### src/rtl/arrow_move.sv
// arrow_move: moves the player's arrow.
//   A fire key press launches the arrow from above the character. The arrow
//   then climbs ARROW_SPEED pixels per video frame until it hits a bubble,
//   hits the top border or runs out of screen. A short cooldown follows
//   before the next shot is accepted.
//
// Ports:
//   clk            system (pixel) clock
//   resetN         asynchronous active-low reset
//   startOfFrame   one-cycle pulse per video frame; all motion happens here
//   fireKey        fire key level, synchronous to clk
//   charX          character top-left X
//   arrowHitTop    collision: arrow drawn on the top border this frame
//   arrowHitBubble collision: arrow overlaps a bubble this frame
//   arrowX/arrowY  arrow top-left position (registered)
//   arrowActive    arrow in flight; gates the arrow draw request
//   arrowPopPulse  one-cycle pulse when the arrow pops a bubble
module arrow_move #(
   parameter int ARROW_X_OFFSET  = 16,
   parameter int ARROW_START_Y   = 400,
   parameter int ARROW_SPEED     = 8,
   parameter int X_MAX           = 639,
   parameter int COOLDOWN_FRAMES = 4
) (
   input  logic        clk,
   input  logic        resetN,
   input  logic        startOfFrame,
   input  logic        fireKey,
   input  logic [10:0] charX,
   input  logic        arrowHitTop,
   input  logic        arrowHitBubble,
   output logic [10:0] arrowX,
   output logic [10:0] arrowY,
   output logic        arrowActive,
   output logic        arrowPopPulse
);

   typedef enum logic [1:0] {IDLE, FLYING, COOLDOWN} state_t;

   state_t      state, state_n;
   logic [10:0] x_n, y_n;
   logic        act_n, pop_n;
   logic [3:0]  cnt, cnt_n;

   logic        fire_d;     // fireKey history
   logic        key_armed;  // fireKey has been seen low since reset
   logic        fire_req;
   logic        hit_top_f, hit_bub_f;

   logic        fire_rise;
   logic        hit_top_m, hit_bub_m;
   logic [11:0] x_sum;
   logic [10:0] x_launch;

   // A key held through reset release must not count as a press, so an
   // edge only qualifies once the key has been observed released.
   assign fire_rise = fireKey & ~fire_d & key_armed;

   // Collision alerts only matter while the arrow is in flight.
   assign hit_top_m = arrowHitTop    & (state == FLYING);
   assign hit_bub_m = arrowHitBubble & (state == FLYING);

   // Sum at 12 bits so a charX near the right edge clamps instead of wrapping.
   assign x_sum    = {1'b0, charX} + 12'(ARROW_X_OFFSET);
   assign x_launch = (x_sum > 12'(X_MAX)) ? 11'(X_MAX) : x_sum[10:0];

   // Fire edge and sticky hit flags. The flags restart at each frame so a
   // decision at startOfFrame sees only the hits of the frame just ended;
   // a hit coinciding with startOfFrame lands in the new frame.
   always_ff @(posedge clk or negedge resetN) begin
      if (!resetN) begin
         fire_d    <= 1'b0;
         key_armed <= 1'b0;
         fire_req  <= 1'b0;
         hit_top_f <= 1'b0;
         hit_bub_f <= 1'b0;
      end else begin
         fire_d <= fireKey;
         if (!fireKey)
            key_armed <= 1'b1;

         if (state != IDLE)
            fire_req <= 1'b0;              // presses during flight/cooldown are dropped
         else if (startOfFrame && fire_req)
            fire_req <= 1'b0;              // consumed by this frame's launch
         else
            fire_req <= fire_req | fire_rise;

         hit_top_f <= startOfFrame ? hit_top_m : (hit_top_f | hit_top_m);
         hit_bub_f <= startOfFrame ? hit_bub_m : (hit_bub_f | hit_bub_m);
      end
   end

   // State and output registers.
   always_ff @(posedge clk or negedge resetN) begin
      if (!resetN) begin
         state         <= IDLE;
         arrowX        <= '0;
         arrowY        <= 11'(ARROW_START_Y);
         arrowActive   <= 1'b0;
         arrowPopPulse <= 1'b0;
         cnt           <= '0;
      end else begin
         state         <= state_n;
         arrowX        <= x_n;
         arrowY        <= y_n;
         arrowActive   <= act_n;
         arrowPopPulse <= pop_n;
         cnt           <= cnt_n;
      end
   end

   always_comb begin
      state_n = state;
      x_n     = arrowX;
      y_n     = arrowY;
      act_n   = arrowActive;
      pop_n   = 1'b0;
      cnt_n   = cnt;
      if (startOfFrame) begin
         case (state)
            IDLE: begin
               if (fire_req) begin
                  x_n     = x_launch;
                  y_n     = 11'(ARROW_START_Y);
                  act_n   = 1'b1;
                  state_n = FLYING;
               end
            end
            FLYING: begin
               // Bubble beats top border so a double hit pops exactly once.
               if (hit_bub_f) begin
                  pop_n   = 1'b1;
                  act_n   = 1'b0;
                  cnt_n   = 4'(COOLDOWN_FRAMES);
                  state_n = COOLDOWN;
               end else if (hit_top_f || (arrowY < 11'(ARROW_SPEED))) begin
                  act_n   = 1'b0;
                  cnt_n   = 4'(COOLDOWN_FRAMES);
                  state_n = COOLDOWN;
               end else begin
                  y_n = arrowY - 11'(ARROW_SPEED);
               end
            end
            COOLDOWN: begin
               if (cnt <= 4'd1) begin
                  cnt_n   = '0;
                  y_n     = 11'(ARROW_START_Y);
                  state_n = IDLE;
               end else begin
                  cnt_n = cnt - 4'd1;
               end
            end
            default: begin
               act_n   = 1'b0;
               cnt_n   = '0;
               state_n = IDLE;
            end
         endcase
      end
   end

endmodule

### config.mk
export PLATFORM = sky130hd
export DESIGN_NAME = arrow_move
export DESIGN_NICKNAME = d
export VERILOG_FILES = /design/src/rtl/arrow_move.sv
export SDC_FILE = /design/constraint.sdc
export NUM_CORES = 1
export LEC_CHECK = 0
export ABC_AREA = 0
export BUFFER_PORTS_ARGS = -buffer_cell sky130_fd_sc_hd__buf_4
export CAP_MARGIN = 5
export CORE_UTILIZATION = 45
export CTS_CLUSTER_SIZE = 20
export DETAILED_ROUTE_END_ITERATION = 7
export PLACE_DENSITY = 0.69
export SLEW_MARGIN = 15
export SYNTH_ARGS = -nofsm -noshare
export SYNTH_HDL_FRONTEND = slang
export SYNTH_SLANG_ARGS = --single-unit
export TNS_END_PERCENT = 30
### constraint.sdc
create_clock -name clk -period 3 [get_ports clk]
set_input_delay 0.45 -clock clk [delete_from_list [all_inputs] [get_ports clk]]
set_output_delay 0.45 -clock clk [all_outputs]
set_load 0.1 [all_outputs]
==> metrics.md, run 1 <==
| Metric | Value |
|---|---|
| Largest net degree at the start of global routing | `33` |
| TritonCTS clock tree | `done` |
| Root Driver | `clkbuf_8` |
| FF-to-FF End | `arrowY[8]$_DFFE_PN1P_` |
| Routed wire length | `3620 um` |
| Cell with the most instances after synthesis | `dfrtp_1` |
| Initial core utilization | `0.487` |
| Hold Violations, Final | `0` |
| Max Cap Viol | `0` |
| Post-CTS Setup Inserts | `0` |
| Worst slew margin | `0.528` |
| Ys Warns | `0` |
| Asr flop ratio synth | `1.00` |
| RSZ-0062 raised after global routing | `no` |
| DP Wirelength | `2750 um` |
| Status | `completed` |
| Post-Syn Area per Cell | `9.94 um^2` |
| Share of Yosys cell area claimed by the top area cell type | `0.430` |
| Vias in the first global route | `1413` |
| Final min period | `2.50 ns` |
| Drt wl/cell | `14.2 um` |
| Area of the mapped netlist | `1690 um^2` |
| Crit path max fanout | `6` |
| WP data arrival | `2.71 ns` |
| Final ANT Viol Nets | `0` |
| Number of port buffers | `37` |
| Max Freq | `0.400 GHz` |
| Leak Pwr | `0.971 nW` |
| Via-per-instance ratio | `5.53` |
| Worst-Skew Late Latency | `0.29 ns` |
| Wire length of the first global-routing pass | `6420 um` |
| Routed wire length on met2 | `1790 um` |
| Post-synth EDFFs | `0` |
| Final nets | `234` |
| CTS sink cnt | `32` |
| Row count | `21` |
| DRC viols | `0` |
| Crit share post-route | `0.833` |
| Via count | `1409` |
| GR Util All Layers | `0.210` |
| Wl on met1 | `1580 um` |
| Highest routed layer | `met4` |
| Ant. Diodes | `0` |
| Worst setup SP type | `flop` |
| Final Max Slew Viols | `0` |
| Worst-Margin Slew | `0.702 ns` |
| DR pass1 iterations | `4` |
| DIE WIDTH | `63.3 um` |
| Worst reg2reg setup slack | `0.50 ns` |
| Cell accounting for the most synthesized area | `dfrtp_1` |
| Layout area overhead | `24.1%` |
| Overall power | `2.40 mW` |
| Hold_buf cts | `0` |
| Synth Register Bits | `32` |
| Final setup vio count | `0` |
| R2R Path Start | `arrowY[4]$_DFFE_PN1P_` |
| H-tree depth | `2` |
| Sequential share of the synthesized area | `0.476` |
| Post-synth cell types | `47` |
| Mapped Cells | `170` |
| Layout cell share with drive strength beyond 1 | `0.249` |
| Total CTS buffers | `5` |
| Peak VDD IR | `0.000911 V` |
| List of most frequent post-synthesis cells | `dfrtp_1 (29), inv_1 (14), o21ai_0 (11)` |
| Initial DRC count | `101` |
| Synth area leaders | `dfrtp_1 (43%), ha_1 (6.7%), dfstp_2 (4.7%)` |
| Cells resized by post-CTS repair | `0` |
| Endpoint type of the worst setup path | `flop` |
| Die area | `4000 um^2` |
| Routability-driven placement congestion ratio | `0.853` |
| # IOs | `41` |
| Setup_tns | `0 ns` |
| Worst Path Required | `3.21 ns` |
| Met3 WL | `176 um` |
| Predominant post-synthesis flop cell | `dfrtp_1` |
| Remaining Overflow, GRT | `0` |
| HP Class | `in -> async` |
| Die H | `63.3 um` |
| Cell count of the worst reg-to-reg path | `7` |
| Clk_skew | `0.00414 ns` |
| CP endpoint | `arrowY[8]$_DFFE_PN1P_` |
| CP Class | `reg -> reg` |
| Number of antenna violations at the first check in global routing | `0` |
| Core box area | `3470 um^2` |
| CTS clock-pin slew for the worst setup and hold paths | `0.06 ns` |
| Power Density | `1140 nW/um^2` |
| Largest buffer count on any clock path | `2` |
| Critical Path Start | `arrowY[4]$_DFFE_PN1P_` |
registers in the layout, summed over array words and instances, names as in the netlist:
register       flops
arrowX            11
arrowY             8
cnt                4
state              2
arrowActive        1
arrowPopPulse      1
fire_d             1
fire_req           1
hit_bub_f          1
hit_top_f          1
key_armed          1
cell families (layout without fill, tap and decap cells):
| logic type | Yosys count | after routing | synth area share |
|---|---|---|---|
| buffers and inverters | 22 | 59 | 0.0570 |
| AO/OA/AOI/OAI | 38 | 38 | 0.158 |
| flip-flops | 32 | 32 | 0.476 |
| multiplexers | 1 | 1 | 0.00667 |
| AND/OR/NAND/NOR | 62 | 62 | 0.207 |
| adder cells (fa/ha/maj) | 9 | 9 | 0.0667 |
| other | 1 | 3 | 0.00222 |
| XOR/XNOR | 5 | 5 | 0.0259 |
worst max-delay path: stages, from the launching register on:
cell	delay (ns)
dfstp_2	0.54
inv_1	0.05
ha_1	0.18
nor3b_2	0.18
a31o_1	0.27
or4_1	0.57
o31ai_1	0.25
or3b_1	0.38
layout by cell type (no fill, tap or decap), drive strengths merged, types with 2 or more instances in the layout:
cell,instances
nor2,9
o21ai,11
o31ai,2
ha,9
clkbuf,6
nand2b,4
and2,2
or3,3
a311oi,2
nand2,10
a2111oi,2
buf,37
inv,14
dfrtp,29
nor4,4
and3,3
xor2,2
nor3,8
xnor2,3
a21oi,6
dfstp,3
o32a,5
nand4,2
conb,3
or4,4
nand3,4
or2,3
metal layers:
| layer | vias to the layer above | GRT usage |
|---|---|---|
| met2 | 40 | 0.352 |
| met4 | 0 | 0.0938 |
| li1 | 685 | - |
| met3 | 7 | 0.0543 |
| met5 | - | 0 |
| met1 | 677 | 0.252 |
report_power, final:
group	internal [mW]	leakage, nW	switching (mW)
Combinational	0.323	0.513	0.988
Clock	0.246	0.0552	0.153
Sequential	0.573	0.403	0.114
cell type report:
class                           count  area [um^2]
Sequential cell                    32          805
Inverter                           14         52.6
Multi-Input combinational cell    118          796
Timing Repair Buffer               37          278
Fill cell                         306         1370
Clock inverter                      2         35.0
Clock buffer                        6         72.6
Tap cell                           46         57.6
stage by stage:
stage          worst slack (ns)  instance area (um^2)  hold WS [ns]  instances   util
2_1_floorplan            0.0517                  1700         0.154        172      -
3_3_place_gp              0.634                  1990         0.402        247  0.573
3_5_place_dp              0.526                  1990         0.410        247  0.573
4_1_cts                   0.506                  2100        0.0974        255  0.604
5_1_grt                   0.337                  2100         0.116        255  0.604
6_report                  0.502                  2100        0.0831        255  0.604
how the worst min path moves through the flow:
stage,slack [ns],endpoint,from
final,0.08,arrowY[6]$_DFFE_PN0P_,resetN
after global routing,0.12,arrowY[5]$_DFFE_PN0P_,resetN
after CTS,0.1,cnt[0]$_DFFE_PN0P_,resetN
after detailed placement,0.41,arrowY[6]$_DFFE_PN0P_,resetN
after global placement,0.40,arrowY[6]$_DFFE_PN0P_,resetN
after floorplan,0.15,arrowActive$_DFFE_PN0P_,resetN
Note: power is estimated with default switching activity, not from simulation.
==> run 2: changes to the inputs <==
- ABC_AREA: 0 -> 1
- PLACE_DENSITY: 0.69 -> 0.68
- clock period: 3 -> 2.45 ns (I/O delays scaled with it)
==> run 2 against run 1 <==
Via count is 16% higher. Count of clock-buffer cells in the layout stayed put. Register-to-register slack gained 0.06 ns. Die area rose by 11%. Global-route usage down 2.5 points. Clock skew is 0.0046 ns higher. Flip-flop and latch count unchanged. Worst setup slack gained 0.059 ns. Synthesized cell count increased by 48%. Largest cell class is now multi-input combinational cells. Highest routed layer unchanged.
==> metrics.md, run 2 <==
| Metric | Value |
|---|---|
| Status | `completed (unchanged)` |
| Post-CTS Setup Inserts | `0 (unchanged)` |
| Setup_tns | `0 ns (unchanged)` |
| Largest net degree at the start of global routing | `33 (unchanged)` |
| Post-Syn Area per Cell | `7.52 um^2 (was 9.94 um^2)` |
| Ys Warns | `0 (unchanged)` |
| Area of the mapped netlist | `1890 um^2 (was 1690 um^2)` |
| Cell with the most instances after synthesis | `nand2_1 (was dfrtp_1)` |
| Row count | `23 (was 21)` |
| Number of port buffers | `37 (unchanged)` |
| Root Driver | `clkbuf_8 (unchanged)` |
| Share of Yosys cell area claimed by the top area cell type | `0.384 (was 0.430)` |
| Post-synth cell types | `26 (was 47)` |
| Die H | `66.8 um (was 63.3 um)` |
| Initial core utilization | `0.472 (was 0.487)` |
| TritonCTS clock tree | `done (unchanged)` |
| Worst Path Required | `2.63 ns (was 3.21 ns)` |
| Worst setup margin | `0.561 ns (was 0.502 ns)` |
| Largest buffer count on any clock path | `2 (unchanged)` |
| Synth area leaders | `dfrtp_1 (38%), nand2_1 (13%), inv_1 (8.0%) (was dfrtp_1 (43%), ha_1 (6.7%), dfstp_2 (4.7%))` |
| Vias in the first global route | `1457 (was 1413)` |
| Post-synth EDFFs | `0 (unchanged)` |
| Hold_buf cts | `0 (unchanged)` |
| CP Class | `reg -> reg (unchanged)` |
| Layout cell share with drive strength beyond 1 | `0.233 (was 0.249)` |
| Crit share post-route | `0.771 (was 0.833)` |
| Clk_skew | `0.00873 ns (was 0.00414 ns)` |
| Worst-Skew Late Latency | `0.28 ns (was 0.29 ns)` |
| Number of antenna violations at the first check in global routing | `0 (unchanged)` |
| DP Wirelength | `2670 um (was 2750 um)` |
| Predominant post-synthesis flop cell | `dfrtp_1 (unchanged)` |
| Die area | `4460 um^2 (was 4000 um^2)` |
| Core box area | `4000 um^2 (was 3470 um^2)` |
| Sequential share of the synthesized area | `0.426 (was 0.476)` |
| # IOs | `41 (unchanged)` |
| Max Freq | `0.529 GHz (was 0.400 GHz)` |
| Asr flop ratio synth | `1.00 (unchanged)` |
| Final setup vio count | `0 (unchanged)` |
| Via-per-instance ratio | `4.78 (was 5.53)` |
| Final Max Slew Viols | `0 (unchanged)` |
| Endpoint type of the worst setup path | `flop (unchanged)` |
| Cell accounting for the most synthesized area | `dfrtp_1 (unchanged)` |
| Most flops, register | `arrowX (unchanged)` |
| DIE WIDTH | `66.8 um (was 63.3 um)` |
| H-tree depth | `2 (unchanged)` |
| GR Util All Layers | `0.185 (was 0.210)` |
| Final min period | `1.89 ns (was 2.50 ns)` |
| Worst setup SP type | `flop (unchanged)` |
| Dpl ws | `0.553 ns (was 0.526 ns)` |
| List of most frequent post-synthesis cells | `nand2_1 (67), inv_1 (40), nor2_1 (30) (was dfrtp_1 (29), inv_1 (14), o21ai_0 (11))` |
| Hold Violations, Final | `0 (unchanged)` |
| CTS sink cnt | `32 (unchanged)` |
| WP data arrival | `2.06 ns (was 2.71 ns)` |
| Remaining Overflow, GRT | `0 (unchanged)` |
| RSZ-0062 raised after global routing | `no (unchanged)` |
| Largest register FFs | `11 (unchanged)` |
| Via count | `1634 (was 1409)` |
| Initial DRC count | `103 (was 101)` |
| Ant. Diodes | `0 (unchanged)` |
| Commonest non-fill, non-tap cells in the layout | `nand2_1 (67), inv_1 (40), buf_4 (38) (was buf_4 (37), dfrtp_1 (29), inv_1 (14))` |
| Synth Register Bits | `32 (unchanged)` |
| Mapped Cells | `251 (was 170)` |
| Crit path max fanout | `14 (was 6)` |
| HP Class | `in -> async (unchanged)` |
| Routability-driven placement congestion ratio | `0.843 (was 0.853)` |
| Final ANT Viol Nets | `0 (unchanged)` |
| DR pass1 iterations | `4 (unchanged)` |
| Wire length of the first global-routing pass | `6280 um (was 6420 um)` |
| Cells resized by post-CTS repair | `0 (unchanged)` |
| DRC viols | `0 (unchanged)` |
| Max Cap Viol | `0 (unchanged)` |
| Routed wire length | `3590 um (was 3620 um)` |
| Layout area overhead | `20.9% (was 24.1%)` |
| Commonest non-fill, non-tap cell in the layout | `nand2_1 (was buf_4)` |
| Total CTS buffers | `5 (unchanged)` |
| Final nets | `317 (was 234)` |
| CTS clock-pin slew for the worst setup and hold paths | `0.07 ns (was 0.06 ns)` |
| Drt wl/cell | `10.5 um (was 14.2 um)` |
| Biggest registers after layout | `arrowX: 11 flops, arrowY: 8 flops, cnt: 4 flops (unchanged)` |
[run 2: cells by family (layout without fill, tap and decap cells)]
group | count (synthesis) | in the layout | synth area share
fa+ha+maj | 9 | 9 | 0.0596
compound gates | 29 | 29 | 0.0934
xor+xnor | 5 | 5 | 0.0232
buf+inv | 47 | 86 | 0.108
other cells | 1 | 3 | 0.00199
flops | 32 | 32 | 0.426
simple gates | 128 | 128 | 0.288
[run 2: cell type report]
cell class	count	area, um^2
tap	50	62.6
multi-input combinational	174	887
clock buffer	6	82.6
inverter	40	150
timing repair buffer	38	285
clock inverter	2	10.0
sequential	32	805
fill	391	1720
[run 2: routing by layer]
layer | part of all wire | GRT usage | wire length (um) | vias to the layer above
met1 | 0.49 | 0.249 | 1750 | 739
li1 | - | - | - | 844
met5 | 0 | 0 | 0 | -
met4 | 0.0075 | 0.0479 | 27 | 0
met2 | 0.45 | 0.288 | 1610 | 49
met3 | 0.054 | 0.0531 | 193 | 2
[run 2: path summary, 6_finish.rpt]
kind                                            start                      to  slack [ns]  cells past startpoint
worst max-delay path             state[1]$_DFFE_PN0P_   arrowY[6]$_DFFE_PN0P_        0.56                      9
worst min-delay path                           resetN  arrowY[10]$_DFFE_PN0P_        0.01                      1
worst max register to register   state[1]$_DFFE_PN0P_   arrowY[6]$_DFFE_PN0P_        0.56                      9
worst min register to register  key_armed$_DFFE_PN0N_   key_armed$_DFFE_PN0N_        0.45                      2
max in group asynchronous                      resetN   arrowY[4]$_DFFE_PN1P_        2.12                      1
min in group clk                              fireKey        fire_d$_DFF_PN0_        0.22                      1
[run 2: critical path, cell delays in order (launching register included)]
cell      delay [ns]
dfrtp_1         0.40
inv_1           0.10
ha_1            0.36
inv_1           0.19
o21bai_1        0.20
nor2_2          0.06
nand2_2         0.23
inv_1           0.12
nand2_1         0.08
nand2_1         0.04
[run 2: metrics by stage]
stage               hold slack [ns]  std cells   util  instance area [um^2]
finish                      0.00976        342  0.571                  2280
floorplan                    0.0719        253      -                  1900
global placement              0.327        334  0.547                  2190
global route                 0.0356        342  0.571                  2280
CTS                          0.0232        342  0.571                  2280
detailed placement            0.331        334  0.547                  2190
Power of run 2 is not shown: default switching activity piles up to over one toggle a cycle in this logic, so the estimate is an artifact.
